### config.mk
export PLATFORM = sky130hd
export DESIGN_NAME = fifo_rd_stream
export DESIGN_NICKNAME = d
export VERILOG_FILES = /design/src/rtl/fifo_rd_stream.sv
export SDC_FILE = /design/constraint.sdc
export NUM_CORES = 1
export LEC_CHECK = 0
export ABC_AREA = 0
export CAP_MARGIN = 20
export CORE_AREA = 2 2 64 66
export DETAILED_ROUTE_END_ITERATION = 6
export DIE_AREA = 0 0 66 68
export GPL_TIMING_DRIVEN = 0
export PLACE_DENSITY = 0.74
export SLEW_MARGIN = 20
export SYNTH_ARGS = -nofsm -noshare
export SYNTH_HDL_FRONTEND = slang
export SYNTH_SLANG_ARGS = --single-unit
### constraint.sdc
create_clock -name clk -period 2.3 [get_ports clk]
set_input_delay 0.345 -clock clk [delete_from_list [all_inputs] [get_ports clk]]
set_output_delay 0.345 -clock clk [all_outputs]
set_load 0.05 [all_outputs]
### src/rtl/fifo_rd_stream.sv
// fifo_rd_stream: drains a synchronous FIFO read port into a valid/ready
// stream through a 2-entry skid buffer that hides the 1-cycle read latency.
// Ports: clk, rst_n (async, active-low), en (read enable);
//   FIFO side  : fifo_r_en (out), fifo_rdata, fifo_rempty (in);
//   stream side: m_valid, m_data (out), m_ready (in);
//   status     : rd_cnt (words delivered, wrapping), busy.
module fifo_rd_stream #(
    parameter int DATASIZE = 8,
    parameter int CNTSIZE  = 16
) (
    input  logic                clk,
    input  logic                rst_n,
    input  logic                en,
    output logic                fifo_r_en,
    input  logic [DATASIZE-1:0] fifo_rdata,
    input  logic                fifo_rempty,
    output logic                m_valid,
    output logic [DATASIZE-1:0] m_data,
    input  logic                m_ready,
    output logic [CNTSIZE-1:0]  rd_cnt,
    output logic                busy
);

    typedef enum logic [1:0] {
        EMPTY = 2'd0,
        ONE   = 2'd1,
        TWO   = 2'd2
    } occ_t;

    occ_t                occ;
    occ_t                occ_nxt;
    logic                pend;
    logic [DATASIZE-1:0] buf0;
    logic [DATASIZE-1:0] buf1;
    logic [DATASIZE-1:0] buf0_nxt;
    logic [DATASIZE-1:0] buf1_nxt;
    logic                pop;
    logic                cap;
    logic [2:0]          held_sum;

    assign pop = m_valid && m_ready;
    assign cap = pend;

    // Words the buffer will hold after this edge before any new read:
    // a new read is only safe if that leaves a free slot for its data.
    assign held_sum = {1'b0, occ} + {2'b00, pend} - {2'b00, pop};

    assign fifo_r_en = rst_n && en && !fifo_rempty && (held_sum < 3'd2);

    assign m_valid = (occ != EMPTY);
    assign m_data  = buf0;
    assign busy    = (occ != EMPTY) || pend;

    always_ff @(posedge clk or negedge rst_n) begin
        if (!rst_n) begin
            occ    <= EMPTY;
            pend   <= 1'b0;
            buf0   <= '0;
            buf1   <= '0;
            rd_cnt <= '0;
        end else begin
            occ  <= occ_nxt;
            pend <= fifo_r_en && !fifo_rempty;
            buf0 <= buf0_nxt;
            buf1 <= buf1_nxt;
            if (pop) begin
                rd_cnt <= rd_cnt + CNTSIZE'(1);
            end
        end
    end

    always_comb begin
        occ_nxt  = occ;
        buf0_nxt = buf0;
        buf1_nxt = buf1;
        unique case (occ)
            EMPTY: begin
                if (cap) begin
                    occ_nxt  = ONE;
                    buf0_nxt = fifo_rdata;
                end
            end
            ONE: begin
                if (pop && cap) begin
                    buf0_nxt = fifo_rdata;
                end else if (pop) begin
                    occ_nxt = EMPTY;
                end else if (cap) begin
                    occ_nxt  = TWO;
                    buf1_nxt = fifo_rdata;
                end
            end
            TWO: begin
                // No capture can land here: the issue rule withholds
                // the read that would have produced it.
                if (pop) begin
                    occ_nxt  = ONE;
                    buf0_nxt = buf1;
                end
            end
            default: begin
                occ_nxt = EMPTY;
            end
        endcase
    end

endmodule

Word level (Yosys, flattened, before mapping)
Index checks and enable logic that the tools add are counted.

cells by class
  add/sub/neg operators = 3
  magnitude comparators = 1
  equality and inequality tests = 7
  mux-type cells = 10
  bitwise operators = 2
  reductions and logical operators = 14

operators by type and width
  operator                                                                      number
  8-bit two-way mux                                                             3
  8-bit case mux with 3 select lines                                            1
  16-bit by 1-bit adder with 16-bit output, second input constant               1
  4-bit AND reduction                                                           3
  2-bit two-way mux                                                             5
  2-bit != test, second input constant                                          4
  1-bit logical AND                                                             6
  2-bit case mux with 3 select lines                                            1
  2-bit by 1-bit adder with 3-bit output                                        1
  3-bit by 2-bit less-than comparator with 1-bit output, second input constant  1
  3-bit != test, second input constant                                          1
  3-bit nonzero test                                                            1
  3-bit by 1-bit subtractor with 3-bit output                                   1
  2-bit by 1-bit equality test with 1-bit output, second input constant         1
  2-bit equality test, second input constant                                    1
  2-bit logical NOT                                                             1
  1-bit inverter                                                                2
  2-bit nonzero test                                                            1
  1-bit logical NOT                                                             1
  1-bit logical OR                                                              1

word-level totals
  bits in registers = 35
  input port bits = 13

Depth between registers and ports, before layout
Gate-level depths: netlist (run 1).

  word-level depth = 6
  mapped depth = 9
  depth with buffers taken out = 8

Worst setup path before layout (run 1)
No wires, ideal clock.

  path kind = flip-flop to output port
  start = reg occ[1]
  end = out fifo_r_en
  data arrival time = 2.553 ns
  data required time = 1.955 ns
  slack = -0.598 ns
  cell stages (with the launch flop) = 10
  cells stage by stage = dfrtp_1 buf_6 or2_4 and2_4 inv_4 ha_1 nand2_1 fa_1 nand4b_1 nor2_1

on the way
  longest elaborated chain between the ends = 5
  elaborated cells between the ends (all ways) = 6
  those cells by class = add/sub: 2; order compare: 1; reduce/logical: 3

ends and longest elaborated chain
  item                                                   line  text
  from (decl)                                            30    occ_t occ;
  from (signal assigned)                                 62    occ <= occ_nxt;
  2-bit nonzero test                                     50    assign m_valid = (occ != EMPTY);
  named net m_valid                                      17    output logic m_valid,
  1-bit logical AND                                      41    assign pop = m_valid && m_ready;
  3-bit by 1-bit subtractor with 3-bit output            46    assign held_sum = {1'b0, occ} + {2'b00, pend} - {2'b00, pop};
  3-bit by 2-bit less-than comparator with 1-bit output  48    assign fifo_r_en = rst_n && en && !fifo_rempty && (held_sum < 3'd2);
  1-bit logical AND                                      48
  to (decl)                                              14    output logic fifo_r_en,

The timed path passes the listed nets, and every way through them passes these cells.

Worst setup path after layout (run 1)
  start = in m_ready
  end = out fifo_r_en

on the way
  longest elaborated chain between the ends = 4

ends and longest elaborated chain
  item                                                   line  text
  from (decl)                                            19    input logic m_ready,
  1-bit logical AND                                      41
  3-bit by 1-bit subtractor with 3-bit output            46
  3-bit by 2-bit less-than comparator with 1-bit output  48
  1-bit logical AND                                      48

No other way between the ends.

==> summary.md, run 1 <==
| Metric | Value |
|---|---|
| Sw Ratio | 0.432 |
| Worst-path maximum fanout | 7 |
| Starting Density | 0.422 |
| Worst slew margin | 0.608 |
| CTS H-Tree Depth | 2 |
| Max VDD drop | just under 0.0008 V |
| Worst setup SP type | primary input |
| Latest clock arrival within the worst-skew pair | between 0.2 and 0.3 ns |
| Nets@finish | 206 |
| Most frequent cells in the layout | dfrtp_1, clkdlybuf4s50_1, nor2_1 |
| DRC Markers | 0 |
| Clock Skews | approximately 0.0063 ns |
| Avg Cell Area, Syn | 12.0 um2 |
| CP arrival | 2.34 ns |
| CP top delay family | adder cells |
| Net load switching power | 1170 uW |
| Core area | 3860 um2 |
| Area of the mapped netlist | 1630 um2 |
| Max-cap violations | 0 |
| Synthesized instance count | approximately 140 |
| Setup CP Type | primary input to primary output |
| Hold Path Class | primary input to asynchronous set/reset pin |
| Area grow syn2layout | 39.2% |
| WP data required | 1.96 ns |
| Combinational Power Share | 0.490 |
| Fmax | 372 MHz |
| Sequence of cells on the critical path | dlygate4sd2_1 > and2_4 > clkinv_4 > ha_4 > nand2_4 > fa_1 > nand4b_1 > nor2_4 > buf_6 |
| Crit. End Element | primary output |
| Share of post-route cells with drive strength above 1 | 0.199 |
| Power Density | 1200 nW/um2 |
| DRT Pass-1 Iters | 4 |
| RSZ-0062 raised after global routing | yes |
| Num CTS Buffers | 5 |
| Yosys cell types | 32 |
| Crit path depth | 9 |
| Yosys top cell area share | 0.538 |
| Final Hold Fails | 0 |
| Post-Layout Cell Count | 241 |
| GR Util All Layers | 0.171 |
| Simple-Gate Fraction of Synth Area | 0.165 |
| Post-DP Area | 2110 um2 |
| Reg power frac | 0.354 |
| Final core occ | 0.587 |
| Post-route worst setup slack | -0.386 ns |
| Synth Flop Type | dfrtp_1 |
| Placed cell count | 226 |
| Final min period | 2.69 ns |
| Slew Viols, Final | 0 |
| Vias | roughly 1.2k |
| Dpl hpwl | 2390 um |
| GP Congestion | 0.784 |
| Die width | 66 um |
| Status | complete, but fails checks |
| Synth area leader | dfrtp_1 |
| Buf/Inv on CP | 3 |
| Clock Power Share | 0.156 |
| Main area contributors after synthesis | dfrtp_1, xnor2_1, mux2i_1 |
| Crit-path slowest cell | fa_1 |
| 1st-iter DRT viols | 52 |
| Wire per inst | about 15 um |
| Worst-margin pin slew | 0.585 ns |
| DIE AREA | approximately 4500 um2 |
| Drt total wl | 3540 um |
| Syn nets | ~150 |
| Synth Area in Compound Gates | 0.0462 |
| Via density | 5.07 |
| Mux cell area share after synthesis | 0.111 |
| Largest net degree at the start of global routing | 25 |
| Yosys warns | 0 |
| R2R depth | 10 |
| Synth Register Bits | 35 |
| Ys async rst share | 1.00 |
| Pleak | 0.000989 uW |
| Register area share after synthesis | 0.538 |
| Fill cells | 330 |
| Clk slew on worst S/H paths | around 0.07 ns |
| Root Driver | clkbuf_8 |
| Internal | 1540 uW |
| Final setup TNS | -0.386 ns |
| First-pass GRT wire length | a little under 6000 um |
| Adder-cell area share of the yosys netlist | 0.0277 |
| Final setup fails | 1 |
| Period utilization | 1.17 |
| Vias in the first global route | 1287 |
| Height of the chip | ~70 um |
| Post-synth EDFFs | 0 |
| Critical path's largest stage delay | 0.54 ns |
| Xor and xnor area share after synthesis | 0.0862 |
| Cell row count | 23 |
| Antenna fix cells | 0 |
| Initial antenna violation count | 0 |
| Post-route cell area | 2260 um2 |
| Largest family of logic cells by synthesized area | simple AND/OR/NAND/NOR gates |
| Failing checks | negative setup slack |
| # IOs | 40 |
| DRT antenna net count | 0 |
| TritonCTS clock tree | built |
| Longest Clk Path Bufs | 2 |
| Pre-CTS setup slack | -1.26 ns |
| Grt ovf | 0 |
| IO Port Bufs | 39 |
| Clk sinks | 35 |
synth_stat cells, drive strengths merged, types with 3 or more instances:
cell	instances
xnor2	12
nand2	10
nor2	15
mux2i	9
nand3	3
nand4	5
a21oi	8
dfrtp	35
buf	4
xor2	4
mux2	8
and2	3
and3	3
path summary, 6_finish.rpt:
kind	slack (ns)	end	startpoint
max in group asynchronous	1.32	buf1[0]	rst_n
hold reg to reg	0.47	rd_cnt[15]	rd_cnt[15]
setup reg to reg	0.09	cap	occ[1]
setup / recovery	-0.39	fifo_r_en	m_ready
hold / removal	0.04	rd_cnt[2]	rst_n
min in group clk	0.47	rd_cnt[15]	rd_cnt[15]
state kept, by name, indices dropped and copies added, names as in the netlist:
name / cells
buf1: 8
cap: 1
m_data: 8
occ: 2
rd_cnt: 16
logic make-up after synthesis:
group / count (synthesis)
multiplexers: 17
AND/OR/NAND/NOR: 47
AO/OA/AOI/OAI: 12
XOR/XNOR: 16
buffers and inverters: 6
flip-flops: 35
adder cells (fa/ha/maj): 3
power groups by stage:
stage / clock network [uW] / logic [uW] / registers (uW)
floorplan: 0 / 499 / 1320
global placement: 0 / 1230 / 949
CTS: 434 / 1330 / 953
detailed placement: 0 / 1270 / 959
finish: 423 / 1330 / 959
global route: 461 / 1400 / 989
repair_timing:
item	CTS	global route
hold buffers	1	0
gates resized for setup	13	2
pin swaps	1	5
buffers inserted	6	2
setup endpoints to repair	1	1
cloned	0	0
endpoints found under the hold margin	11	0
stage by stage:
step                power [uW]  hold WS (ns)
floorplan                 1820        0.0494
global placement          2180         0.462
detailed placement        2230         0.268
CTS                       2720        0.0438
global route              2850        0.0543
finish                    2710        0.0389
layer usage:
layer,part of all wire,vias to the layer above,GRT usage
met5,0,-,0
met4,0.0079,0,0.0612
met3,0.053,4,0.0345
met2,0.50,40,0.299
met1,0.44,603,0.211
li1,-,575,-
layout make-up:
class / instances / area, um2 / share of cell area
multi-input cells: 95 / 737 / 0.326
repair buffers: 49 / 482 / 0.213
well taps: 50 / 62.6 / 0.0276
clock buffers: 7 / 76.3 / 0.0337
clock inverters: 1 / 5.00 / 0.00221
inverters: 2 / 12.5 / 0.00553
plain buffers: 2 / 12.5 / 0.00553
flip-flops and latches: 35 / 876 / 0.387
No activity file was read; power rests on OpenSTA's default activity.
==> run 2, diff against run 1 <==
--- a/config.mk
+++ b/config.mk
@@ -6,8 +6,10 @@
 export NUM_CORES = 1
 export LEC_CHECK = 0
 export ABC_AREA = 0
+export ABC_CLOCK_PERIOD_IN_PS = 2300
 export CAP_MARGIN = 20
 export CORE_AREA = 2 2 64 66
+export CTS_BUF_LIST = sky130_fd_sc_hd__clkbuf_4 sky130_fd_sc_hd__clkbuf_8 sky130_fd_sc_hd__clkbuf_16
 export DETAILED_ROUTE_END_ITERATION = 6
 export DIE_AREA = 0 0 66 68
 export GPL_TIMING_DRIVEN = 0
==> run 2 against run 1 <==
Net effect:
- the run still ends with negative setup slack left
- worst setup slack lost 0.0022 ns
- critical path depth is the same
- final cell count is the same
- worst hold slack is essentially flat
- power grew 0.85%
- non-clock buffer count is the same
- die area is the same
- clock power grew 5.7%
- sequential power is essentially flat
- global-route usage is the same
- combinational power is essentially flat
==> summary.md, run 2 (synthesis gave the netlist of run 1 again) <==
| Metric | Value |
|---|---|
| Critical path's largest stage delay | 0.53 ns (was 0.54 ns) |
| Final Hold Fails | 0 (unchanged) |
| Final setup fails | 1 (unchanged) |
| Buf/Inv on CP | 3 (unchanged) |
| Starting Density | 0.422 (unchanged) |
| Final core occ | 0.589 (was 0.587) |
| Initial antenna violation count | 0 (unchanged) |
| Vias | 1230 (was 1222) |
| Power Density | 1200 nW/um2 (about the same) |
| Slew Viols, Final | 0 (unchanged) |
| Multi-input gate area | 737 um2 (unchanged) |
| Largest register by flop count | rd_cnt (unchanged) |
| Clk sinks | 35 (unchanged) |
| DRC Markers | 0 (unchanged) |
| Post-Route M1 WL | 1540 um (was 1570 um) |
| Period utilization | 1.17 (about the same) |
| DRT antenna net count | 0 (unchanged) |
| Cell row count | 23 (unchanged) |
| Failing checks | negative setup slack (unchanged) |
| Longest Clk Path Bufs | 2 (unchanged) |
| Worst slew margin | 0.603 (was 0.608) |
| TritonCTS clock tree | built (unchanged) |
| Clock Power Share | 0.164 (was 0.156) |
| Hold Path Class | primary input to asynchronous set/reset pin (unchanged) |
| First-pass GRT wire length | 5800 um (unchanged) |
| Pre-CTS setup slack | -1.26 ns (unchanged) |
| Worst-margin pin slew | 0.592 ns (was 0.585 ns) |
| Worst-path maximum fanout | 7 (unchanged) |
| IO Port Bufs | 39 (unchanged) |
| Dpl hpwl | 2390 um (unchanged) |
| Grt ovf | 0 (unchanged) |
| Routed wl met2 | 1730 um (was 1760 um) |
| Height of the chip | 68 um (unchanged) |
| Wire per inst | 14.6 um (was 14.7 um) |
| Clk slew on worst S/H paths | 0.07 ns (about the same) |
| Via density | 5.10 (was 5.07) |
| Sequential cell area | 876 um2 (unchanged) |
| Core area | 3860 um2 (unchanged) |
| Die width | 66 um (unchanged) |
| Vias in the first global route | 1285 (was 1287) |
| Net load switching power | 1170 uW (about the same) |
| Area grow syn2layout | 39.6% (was 39.2%) |
| Fill cells | 329 (was 330) |
| Crit-path slowest cell | fa_1 (unchanged) |
| Nets@finish | 206 (unchanged) |
| Pleak | 0.000995 uW (was 0.000989 uW) |
| Max FFs per register | 16 (unchanged) |
| # IOs | 40 (unchanged) |
| Worst setup SP type | primary input (unchanged) |
| Drt total wl | 3510 um (was 3540 um) |
| Combinational Power Share | 0.485 (was 0.490) |
| CP top delay family | adder cells (unchanged) |
| Root Driver | clkbuf_8 (unchanged) |
| Final min period | 2.69 ns (about the same) |
| WP data required | 1.96 ns (about the same) |
| Metal3 WL | 202 um (was 189 um) |
| DRT Pass-1 Iters | 4 (unchanged) |
| Sw Ratio | 0.428 (was 0.432) |
| Status | complete, but fails checks (unchanged) |
| Latest clock arrival within the worst-skew pair | 0.28 ns (about the same) |
| Reg power frac | 0.351 (was 0.354) |
| Clock Skews | 0.00621 ns (was 0.00633 ns) |
| DR top layer | met4 (unchanged) |
| Setup CP Type | primary input to primary output (unchanged) |
| Max VDD drop | 0.000832 V (was 0.000777 V) |
| Post-route worst setup slack | -0.388 ns (was -0.386 ns) |
| Antenna fix cells | 0 (unchanged) |
| Internal | 1560 uW (was 1540 uW) |
| DIE AREA | 4490 um2 (unchanged) |
| GR Util All Layers | 0.171 (unchanged) |
| GP Congestion | 0.784 (unchanged) |
| Crit. End Element | primary output (unchanged) |
| Max-cap violations | 0 (unchanged) |
| Fmax | 372 MHz (about the same) |
| CP arrival | 2.34 ns (about the same) |
| Sequence of cells on the critical path | dlygate4sd2_1 > and2_4 > clkinv_4 > ha_4 > nand2_4 > fa_1 > nand4b_1 > nor2_4 > buf_6 (unchanged) |
| RSZ-0062 raised after global routing | yes (unchanged) |
| CTS H-Tree Depth | 2 (unchanged) |
| Share of post-route cells with drive strength above 1 | 0.209 (was 0.199) |
| Most frequent cells in the layout | dfrtp_1, clkdlybuf4s50_1, nor2_1 (unchanged) |
| Num CTS Buffers | 5 (unchanged) |
| 1st-iter DRT viols | 57 (was 52) |
| Largest net degree at the start of global routing | 25 (unchanged) |
## run 2: cell counts in the layout (fill, tap and decap cells not counted)
Identical to the previous run, type by type.
## run 2: what timing repair did
| action | 4_1_cts | 5_1_grt |
|---|---|---|
| resized for setup | 13 | 2 |
| setup endpoints to repair | 1 | 1 |
| gates cloned | 0 | 0 |
| hold endpoints to repair | 11 | 0 |
| setup buffers | 6 | 2 |
| hold buffers | 1 | 0 |
| pin swaps | 1 | 5 |
## run 2: path summary, 6_finish.rpt
kind | start | to | slack (ns) | depth (start not counted)
setup / recovery | m_ready | fifo_r_en | -0.39 | 9
hold reg to reg | rd_cnt[15] | rd_cnt[15] | 0.47 | 1
hold / removal | rst_n | rd_cnt[2] | 0.04 | 2
setup reg to reg | occ[1] | cap | 0.09 | 10
max in group asynchronous | rst_n | m_data[4] | 1.32 | 2
min in group clk | rd_cnt[15] | rd_cnt[15] | 0.47 | 1
## run 2: worst register-to-register path: cells and delay by family (launching register included)
family                     cells  cell delay (ns)
DFF                            1             0.40
adders and majority gates      2             0.67
buffers and inverters          3             0.35
and+or+nand+nor                5             0.73
## run 2: final cells by class
type / instances / share of cell area
clock buffer: 7 / 0.0369
timing repair buffer: 49 / 0.212
inverter: 2 / 0.00551
clock inverter: 1 / 0.00220
tap: 50 / 0.0275
sequential: 35 / 0.386
multi-input combinational: 95 / 0.325
buffer: 2 / 0.00551
## run 2: stage by stage
stage	hold slack, ns	std cells	cell area [um2]	power (uW)	TNS, ns
final	0.0385	241	2270	2730	-0.388
after CTS	0.0438	241	2270	2740	-0.433
after floorplan	0.0494	136	1630	1820	-0.268
after global routing	0.0543	241	2270	2870	-0.502
after global placement	0.462	225	2090	2180	-1.49
after detailed placement	0.268	226	2110	2230	-1.47
## run 2: power groups by stage
stage	Combinational (uW)	Sequential, uW	Clock (uW)
finish	1330	959	447
global placement	1230	949	0
detailed placement	1270	959	0
global route	1400	989	485
CTS	1330	953	457
floorplan	499	1320	0
## run 2: layer usage
metal  track usage  vias up
li1              -      573
met1         0.211      609
met2         0.299       42
met3        0.0345        6
met4        0.0612        0
met5             0        -
